### src/rtl/dm_arb_pkg.sv
// rtl/dm_arb_pkg.sv - shared types and constants for the data-memory arbiter
package dm_arb_pkg;

    typedef enum logic {
        IDLE    = 1'b0,
        RD_RESP = 1'b1
    } state_t;

    localparam int         ADDR_W_DEF = 10;
    localparam logic [3:0] BE_WORD    = 4'b1111;

    // Byte address falls inside a memory of 2^aw words.
    function automatic logic addr_in_range(input logic [31:0] addr, input int aw);
        return (addr >> (aw + 2)) == 32'd0;
    endfunction

endpackage

### src/rtl/rr_arb2.sv
// rtl/rr_arb2.sv - combinational two-way round-robin picker
module rr_arb2 (
    input  logic [1:0] valid,
    input  logic       last,
    output logic [1:0] grant
);

    // On contention the requester not granted most recently wins.
    always_comb begin
        grant = valid;
        if (valid == 2'b11) begin
            grant = last ? 2'b01 : 2'b10;
        end
    end

endmodule

### src/rtl/dm_arb.sv
// rtl/dm_arb.sv - round-robin arbiter and sequencer for the single-port data memory
module dm_arb
    import dm_arb_pkg::*;
#(
    parameter int ADDR_W = ADDR_W_DEF
) (
    input  logic              clk,
    input  logic              reset,
    input  logic [1:0]        req_valid,
    output logic [1:0]        req_ready,
    input  logic [1:0]        req_we,
    input  logic [31:0]       req_addr0,
    input  logic [31:0]       req_addr1,
    input  logic [31:0]       req_wdata0,
    input  logic [31:0]       req_wdata1,
    input  logic [3:0]        req_be0,
    input  logic [3:0]        req_be1,
    output logic [1:0]        resp_valid,
    output logic              resp_err,
    output logic [31:0]       resp_rdata,
    output logic              mem_en,
    output logic              mem_we,
    output logic [ADDR_W-1:0] mem_addr,
    output logic [31:0]       mem_wdata,
    output logic [3:0]        mem_be,
    input  logic [31:0]       mem_rdata
);

    state_t      state;
    logic        last;
    logic        pend;
    logic        owner;
    logic        err_q;
    logic [1:0]  grant;
    logic        hs;
    logic        sel;
    logic        sel_we;
    logic [31:0] sel_addr;
    logic [31:0] sel_wdata;
    logic [3:0]  sel_be;
    logic        in_range;

    rr_arb2 u_pick (
        .valid (req_valid),
        .last  (last),
        .grant (grant)
    );

    assign req_ready = (state == IDLE && !reset) ? grant : 2'b00;
    assign hs        = |(req_valid & req_ready);
    assign sel       = req_ready[1];
    assign sel_we    = sel ? req_we[1]  : req_we[0];
    assign sel_addr  = sel ? req_addr1  : req_addr0;
    assign sel_wdata = sel ? req_wdata1 : req_wdata0;
    assign sel_be    = sel ? req_be1    : req_be0;
    assign in_range  = addr_in_range(sel_addr, ADDR_W);

    // Out-of-range accesses still handshake but never reach the memory.
    always_comb begin
        mem_en    = 1'b0;
        mem_we    = 1'b0;
        mem_addr  = '0;
        mem_wdata = '0;
        mem_be    = '0;
        if (hs && in_range) begin
            mem_en   = 1'b1;
            mem_we   = sel_we;
            mem_addr = sel_addr[ADDR_W+1:2];
            if (sel_we) begin
                mem_wdata = sel_wdata;
                mem_be    = sel_be;
            end
        end
    end

    always_ff @(posedge clk) begin
        if (reset) begin
            state <= IDLE;
            last  <= 1'b1;
            pend  <= 1'b0;
            owner <= 1'b0;
            err_q <= 1'b0;
        end else begin
            pend  <= hs;
            err_q <= hs && !in_range;
            state <= IDLE;
            if (hs) begin
                owner <= sel;
                last  <= sel;
                if (in_range && !sel_we) begin
                    state <= RD_RESP;
                end
            end
        end
    end

    // Gating with reset drops a response that is pending when reset arrives.
    assign resp_valid = (pend && !reset) ? (owner ? 2'b10 : 2'b01) : 2'b00;
    assign resp_err   = pend && err_q && !reset;
    assign resp_rdata = (pend && state == RD_RESP && !reset) ? mem_rdata : 32'd0;

endmodule

### config.mk
export PLATFORM = sky130hd
export DESIGN_NAME = dm_arb
export DESIGN_NICKNAME = d
export VERILOG_FILES = /design/src/rtl/dm_arb_pkg.sv /design/src/rtl/rr_arb2.sv /design/src/rtl/dm_arb.sv
export SDC_FILE = /design/constraint.sdc
export NUM_CORES = 1
export LEC_CHECK = 0
export ABC_AREA = 1
export CORE_AREA = 3 3 98 100
export DETAILED_ROUTE_END_ITERATION = 16
export DIE_AREA = 0 0 101 103
export PLACE_DENSITY = 0.67
export REMOVE_ABC_BUFFERS = 1
export SLEW_MARGIN = 20
export SYNTH_ARGS = -nofsm -noshare
export SYNTH_HDL_FRONTEND = slang
export SYNTH_SLANG_ARGS = --single-unit
### constraint.sdc
create_clock -name clk -period 3.81 [get_ports clk]
set_clock_uncertainty 0.2 [all_clocks]
set_input_delay 0.762 -clock clk [delete_from_list [all_inputs] [get_ports clk]]
set_output_delay 0.762 -clock clk [all_outputs]
set_load 0.01 [all_outputs]
# Word-level counts from Yosys, hierarchy flattened

Cells that the tools add are included.
W data, S select, Z words.

Flip-flop bits (word level): 5
Output and inout bits: 85
Word-level logic and storage cells: 42

Bitwise operators: 3
Muxes and demuxes: 18
Eq/ne operators: 1
Reductions and logical operators: 15

Operators with widths:

| cell                 | number |
|---|---|
| $mux W32             | 5 |
| $logic_not A32 Y1    | 1 |
| $mux W4              | 3 |
| $mux W10             | 1 |
| $mux W2              | 5 |
| $logic_and A1 B1 Y1  | 9 |
| $mux W1              | 4 |
| $reduce_or A2 Y1     | 2 |
| $logic_not A1 Y1     | 3 |
| $and A2 B2 Y2        | 1 |
| $eq A2 B2 Y1 const B | 1 |
| $not A1 Y1           | 2 |

# Longest topological paths before layout

Gate-level depths: netlist of run 1.

Depth after elaboration: 7
Gate-level depth with buffers: 10

# Modules after synthesis

From an unflattened synthesis of run 1, not the netlist that was laid out.

Cell total of the unflattened synthesis: 279
Area total of the unflattened synthesis: 1520.2 um^2

Modules (own cells, without submodules):

| module  | cells an instance | instances | area each (um^2) | seq. area each (um^2) |
|---|---|---|---|---|
| dm_arb  | 274               | 1         | 1498.9           | 100.1 |
| rr_arb2 | 5                 | 1         | 21.3             | 0.0 |

# Worst setup path after synthesis of run 1

No wires, ideal clock.

Path kind: input-to-output
Start point: in reset
End point: out mem_wdata[22]
Buffers on the path: 1
Slack: 1.130 ns
Data required time: 2.848 ns
Stages on the path: 8
Arrival: 1.718 ns
Cell sequence: nor2_4 -> nand3_4 -> nor2_1 -> nand2_1 -> nand2_1 -> nand3_4 -> buf_6 -> nor2_1

Longest elaborated chain between the ends: 7

Ends and longest elaborated chain:

| item                                                         | line                           | RTL |
|---|---|---|
| from (decl)                                                  | dm_arb.sv:8                    | `input logic reset,` |
| $logic_not A1 Y1 *                                           | dm_arb.sv:49                   | `assign req_ready = (state == IDLE && !reset) ? grant : 2'b00;` |
| $logic_and A1 B1 Y1 *                                        | dm_arb.sv:49                   |  |
| $mux W2 *                                                    | dm_arb.sv:49                   |  |
| $mux W32 / $and A2 B2 Y2 (equally long branches)             | dm_arb.sv:53, dm_arb.sv:50     |  |
| $logic_not A32 Y1 / $reduce_or A2 Y1 (equally long branches) | dm_arb_pkg.sv:14, dm_arb.sv:50 |  |
| $logic_and A1 B1 Y1                                          | dm_arb.sv:65                   | `if (hs && in_range) begin` |
| $mux W32 *                                                   | dm_arb.sv:65                   |  |
| to (decl)                                                    | dm_arb.sv:24                   | `output logic [31:0] mem_wdata,` |

Every way passes the cells marked *; elsewhere a longest branch is shown, timed or not.

# Final worst setup path of run 1

Start point: in reset
End point: out mem_wdata[4]

The elaborated chain is that of the path after synthesis.

==> impl_metrics.tcl, run 1 <==
set metrics [dict create \
    status "completed" \
    worst_pin_slew_ps 356 \
    place_congestion 0.758 \
    cp_top_family "buffers and inverters" \
    grt_overflow_total 0 \
    cp_num_buf_inv 3 \
    drc_errors 0 \
    avgSynthCellArea_um2 5.19 \
    ant_nets 0 \
    fp.coreArea_um2 8760 \
    min-delay-start "last" \
    hold_path_end "last" \
    rr_endpoint "state" \
    yosysWarnings 0 \
    cp_cell_sequence "clkdlybuf4s50_1, nor2_4, nand3_4, nor2_1, nand2_1, nand2_2, nand3_4, buf_12, nor2_2, clkdlybuf4s50_1" \
    layout_common_cells "clkdlybuf4s50_1, nor2_1, inv_1" \
    crit_slowest_cell "clkdlybuf4s50_1" \
    clkLatencyLatePin_ps 220 \
    die_w_um 101 \
    dp_hpwl_um 7240 \
    final_common_cell "clkdlybuf4s50_1" \
    syn_inst 291 \
    holdPathStages 2 \
    fp-row-count 34 \
    viasPerCell 3.96 \
    clock_sinks 5 \
    portBuffers 254 \
    dp_slack_ps -34.0 \
    clockRootBuffer "clkbuf_8" \
    worst_ep_required_time_ps 2850 \
    cellPowerDensity_nw_per_um2 97.2 \
    slew-limit-headroom_pct 76.2 \
    fmax_ghz 0.270 \
    n_fill_cell 868 \
    drive_gt1_share_pct 5.67 \
    startpoint_type "input pin" \
    stdcell_count 655 \
    crit_path_max_incr_delay_ps 540 \
    reg2reg_slack_ps 2280 \
    cts_tree "yes" \
    reg2regPathDepth 9 \
    h-tree-depth 1 \
    cp.arrival_ps 2750 \
    die_area_um2 10400 \
    crit_path_end_kind "primary output" \
    synth_area_um2 1510 \
    setup_viol 0 \
    grt_pass1_vias 2422 \
    min_path_type "flip-flop to flip-flop" \
    io_pins 259 \
    maxCapViolations 0 \
    clkTransAtPathRegs_ps 30 \
    p_leak_nw 2.92 \
    wire_per_inst_um 12.6 \
    yosys-top-cells-area "mux2i_1, nor2_1, inv_1, nand2_1, dfxtp_1" \
    drt_first_iter_violations 26 \
    synth_seq_area_share_pct 6.63 \
    die_y_um 103 \
    vias 2591 \
    track_usage_pct 14.0 \
    start_util_pct 17.2 \
    wl_um 8230 \
    ctsHoldBuffers 0 \
    first_pass_iters 4 \
    layout_setup_ws_ps 102 \
    grt_start_max_net_pins 38 \
    r2r_start "state" \
    cts_buffers 3 \
    min_period_ps 3710 \
    crit_path_max_fanout 37 \
    final_nets 722 \
    antenna_found_initial 0 \
    syn2layout_area_growth_pct 190 \
    grt_first_pass_wirelength_um 11500 \
    crit_type "input pin to primary output" \
    num_antenna_cells 0 \
    yosysTopAreaCell "mux2i_1" \
    yosysUniqueCellTypes 17 \
    fin_crit_sh_pct 97.3 \
    ys_seq_elements 5 \
    hold_viol 0 \
    ir_worst_vdd_mv 0.0615 \
    cts.path.max_buffers 2 \
    final_max_slew_viol_count 0 \
    yosysTopAreaCellShare_pct 23.9 \
    dp_cells 650 \
]
[area by class of cell]
class / count / area, um^2 / area share, %
Clock buffer: 4 / 45.0 / 1.03
Inverter: 67 / 251 / 5.76
Multi-Input combinational cell: 206 / 1080 / 24.8
Sequential cell: 5 / 100 / 2.29
Tap cell: 108 / 135 / 3.09
Timing Repair Buffer: 265 / 2750 / 63.0
[where the power goes]
group	internal, W	total, W	switching (W)
Combinational	0.000193	0.000270	0.0000769
Clock	0.0000717	0.0000962	0.0000245
Sequential	0.0000563	0.0000582	0.00000187
Total	0.000321	0.000425	0.000103
[tightest hold or removal path, delay by kind of cell, from the launching register on]
family,cells,cell delay (ps)
flip-flops,1,310
AND/OR/NAND/NOR,2,110
[sequential cells by signal (all words and copies together), names as in the netlist]
name   flops
state      1
owner      1
err_q      1
pend       1
last       1
[cells in the mapped netlist, drive strengths merged]
cell type  instances
and2               1
buf               10
clkbuf             3
dfxtp              5
inv               67
mux2i             36
nand2             55
nand3              5
nor2             106
o21ai              2
o31ai              1
[per-layer routing]
metal | global-route usage, % | vias up | wire length, um
met5 | 0 | - | 0
met4 | 3.17 | 0 | 106
met3 | 6.22 | 6 | 1190
met2 | 26.3 | 154 | 4200
met1 | 14.3 | 1079 | 2740
li1 | - | 1352 | -
[logic make-up after synthesis]
family | count (synthesis) | synth area share, %
compound gates | 3 | 1.41
buf+inv | 80 | 22.1
flops | 5 | 6.63
mux | 36 | 23.9
simple gates | 167 | 45.9
[what timing repair did]
| item | 4_1_cts | 5_1_grt |
|---|---|---|
| setup endpoints to repair | 10 | 45 |
| gates resized for setup | 3 | 43 |
| pin swaps | 0 | 1 |
| endpoints found under the hold margin | 0 | 0 |
| setup buffers | 0 | 1 |
[metrics by stage]
| stage | hold WS (ps) | utilization [%] | total power (W) | TNS (ps) | area [um^2] |
|---|---|---|---|---|---|
| 2_1_floorplan | 251 | - | 0.000132 | 0 | 1430 |
| 3_3_place_gp | 267 | 48.0 | 0.000326 | -7.79 | 4200 |
| 3_5_place_dp | 286 | 48.0 | 0.000329 | -41.1 | 4200 |
| 4_1_cts | 294 | 48.5 | 0.000430 | 0 | 4250 |
| 5_1_grt | 328 | 49.9 | 0.000454 | -0.384 | 4370 |
| 6_report | 288 | 49.9 | 0.000425 | 0 | 4370 |
[worst max-delay path by stage]
stage,startpoint,cells after the start,slack (ps),endpoint
floorplan,reset,5,390,mem_be[0]
global placement,reset,10,-8,mem_addr[3]
detailed placement,req_valid[0],10,-30,mem_addr[3]
CTS,req_valid[0],11,5,mem_addr[2]
global route,reset,10,-0.4,mem_wdata[2]
finish,reset,10,100,mem_wdata[4]
(Power assumes the default switching activity.)
==> inputs of run 2 (changes only) <==
- MAX_ROUTING_LAYER: unset -> met4
- TNS_END_PERCENT: unset -> 20
==> run 2 against run 1 <==
Against the previous run: largest cell class unchanged; routed wire length shrank 0.16%; total power shrank 0.17%; die area is the same.
==> impl_metrics.tcl, run 2 (same netlist as run 1, synthesis figures left out) <==
set metrics [dict create \
    setup_viol 0 \
    crit_path_end_kind "primary output" \
    fp.coreArea_um2 8760 \
    clkLatencyLatePin_ps 220 \
    dp_hpwl_um 7240 \
    min-delay-start "last" \
    antenna_found_initial 0 \
    startpoint_type "input pin" \
    drc_errors 0 \
    num_antenna_cells 0 \
    p_leak_nw 2.98 \
    min_path_type "flip-flop to flip-flop" \
    rsz0062_at_grt "false" \
    design_area_um2 4370 \
    ant_nets 0 \
    place_area_um2 4200 \
    n_fill_cell 870 \
    stdcell_count 654 \
    viasPerCell 3.96 \
    drt_first_iter_violations 35 \
    crit_slowest_cell "clkdlybuf4s50_1" \
    fin_crit_sh_pct 96.3 \
    layout_setup_ws_ps 140 \
    ir_worst_vdd_mv 0.0614 \
    crit_type "input pin to primary output" \
    fp-row-count 34 \
    crit_path_max_fanout 9 \
    dp_cells 650 \
    hold_viol 0 \
    maxCapViolations 0 \
    r2r_start "state" \
    cp.arrival_ps 2710 \
    die_area_um2 10400 \
    cts_buffers 3 \
    cp_cell_sequence "clkdlybuf4s50_1, nor2_4, nand3_4, nor2_1, nand2_1, nand2_2, nand2_1, buf_4, inv_1, clkdlybuf4s50_1" \
    grt_start_max_net_pins 38 \
    portBuffers 254 \
    p_total_w 0.000424 \
    min_period_ps 3670 \
    track_usage_pct 14.4 \
    drive_gt1_share_pct 5.49 \
    die_y_um 103 \
    die_w_um 101 \
    final_nets 721 \
    ctsHoldBuffers 0 \
    place_congestion 0.768 \
    first_pass_iters 4 \
    syn2layout_area_growth_pct 190 \
    fmax_ghz 0.272 \
    slew-limit-headroom_pct 76.2 \
    grt_first_pass_wirelength_um 11500 \
    startpoint "reset" \
    grt_overflow_total 0 \
    clkTransAtPathRegs_ps 30 \
    vias 2593 \
    worst_ep_required_time_ps 2850 \
    start_util_pct 17.2 \
    status "completed" \
    h-tree-depth 1 \
    clockRootBuffer "clkbuf_8" \
    crit_path_max_incr_delay_ps 540 \
    layout_common_cells "clkdlybuf4s50_1, nor2_1, inv_1" \
    cts_setup_buffers 0 \
    final_max_slew_viol_count 0 \
    holdWs_ps 288 \
    final_common_cell "clkdlybuf4s50_1" \
    wl_um 8220 \
    wire_per_inst_um 12.6 \
    cellPowerDensity_nw_per_um2 97.0 \
    cts.path.max_buffers 2 \
    grt_pass1_vias 2431 \
    cts_tree "yes" \
    io_pins 259 \
    clock_sinks 5 \
    worst_pin_slew_ps 357 \
    dp_slack_ps -34.0 \
]
run 2: cell types whose count changed in the layout (fill, tap and decap cells not counted):
cell and delta:
buf_4 -1, clkdlybuf4s50_1 -3, dlymetal6s2s_1 +3
run 2: timing repair:
action	CTS	global route
resized for setup	3	46
pin swaps	0	1
setup endpoints to repair	10	45
run 2: worst max-delay path: cells and delay by family:
family	cells	cell delay, ps
and+or+nand+nor	6	740
buffers and inverters	4	1200
run 2: worst paths after layout:
check                               to  cells after the start  slack [ps]
worst min-delay path              last                      2         290
worst max register to register   state                      9        2280
worst min register to register    last                      2         290
worst max-delay path            mem_en                     10         140
run 2: area by class of cell:
class,count,area (um^2),area share (%)
Sequential cell,5,100,2.29
Clock buffer,4,45.0,1.03
Tap cell,108,135,3.09
Timing Repair Buffer,264,2750,63.0
Inverter,67,251,5.76
Multi-Input combinational cell,206,1080,24.8
run 2: stage by stage:
step / util (%) / setup TNS, ps
after global routing: 49.9 / 0
final: 49.9 / 0
after floorplan: - / 0
after detailed placement: 48.0 / -41.1
after global placement: 48.0 / -7.79
after CTS: 48.5 / 0
run 2: report_power, final:
part	switching, W	internal (W)
combinational	0.0000768	0.000193
clock	0.0000245	0.0000717
sequential	0.00000187	0.0000563
total	0.000103	0.000321
run 2: layer usage:
| metal | global-route usage [%] | part of all wire, % | vias up |
|---|---|---|---|
| met5 | - | 0 | - |
| met4 | 3.17 | 1.3 | 0 |
| met3 | 4.47 | 14 | 6 |
| met2 | 26.3 | 51 | 154 |
| met1 | 15.3 | 34 | 1083 |
| li1 | - | - | 1350 |
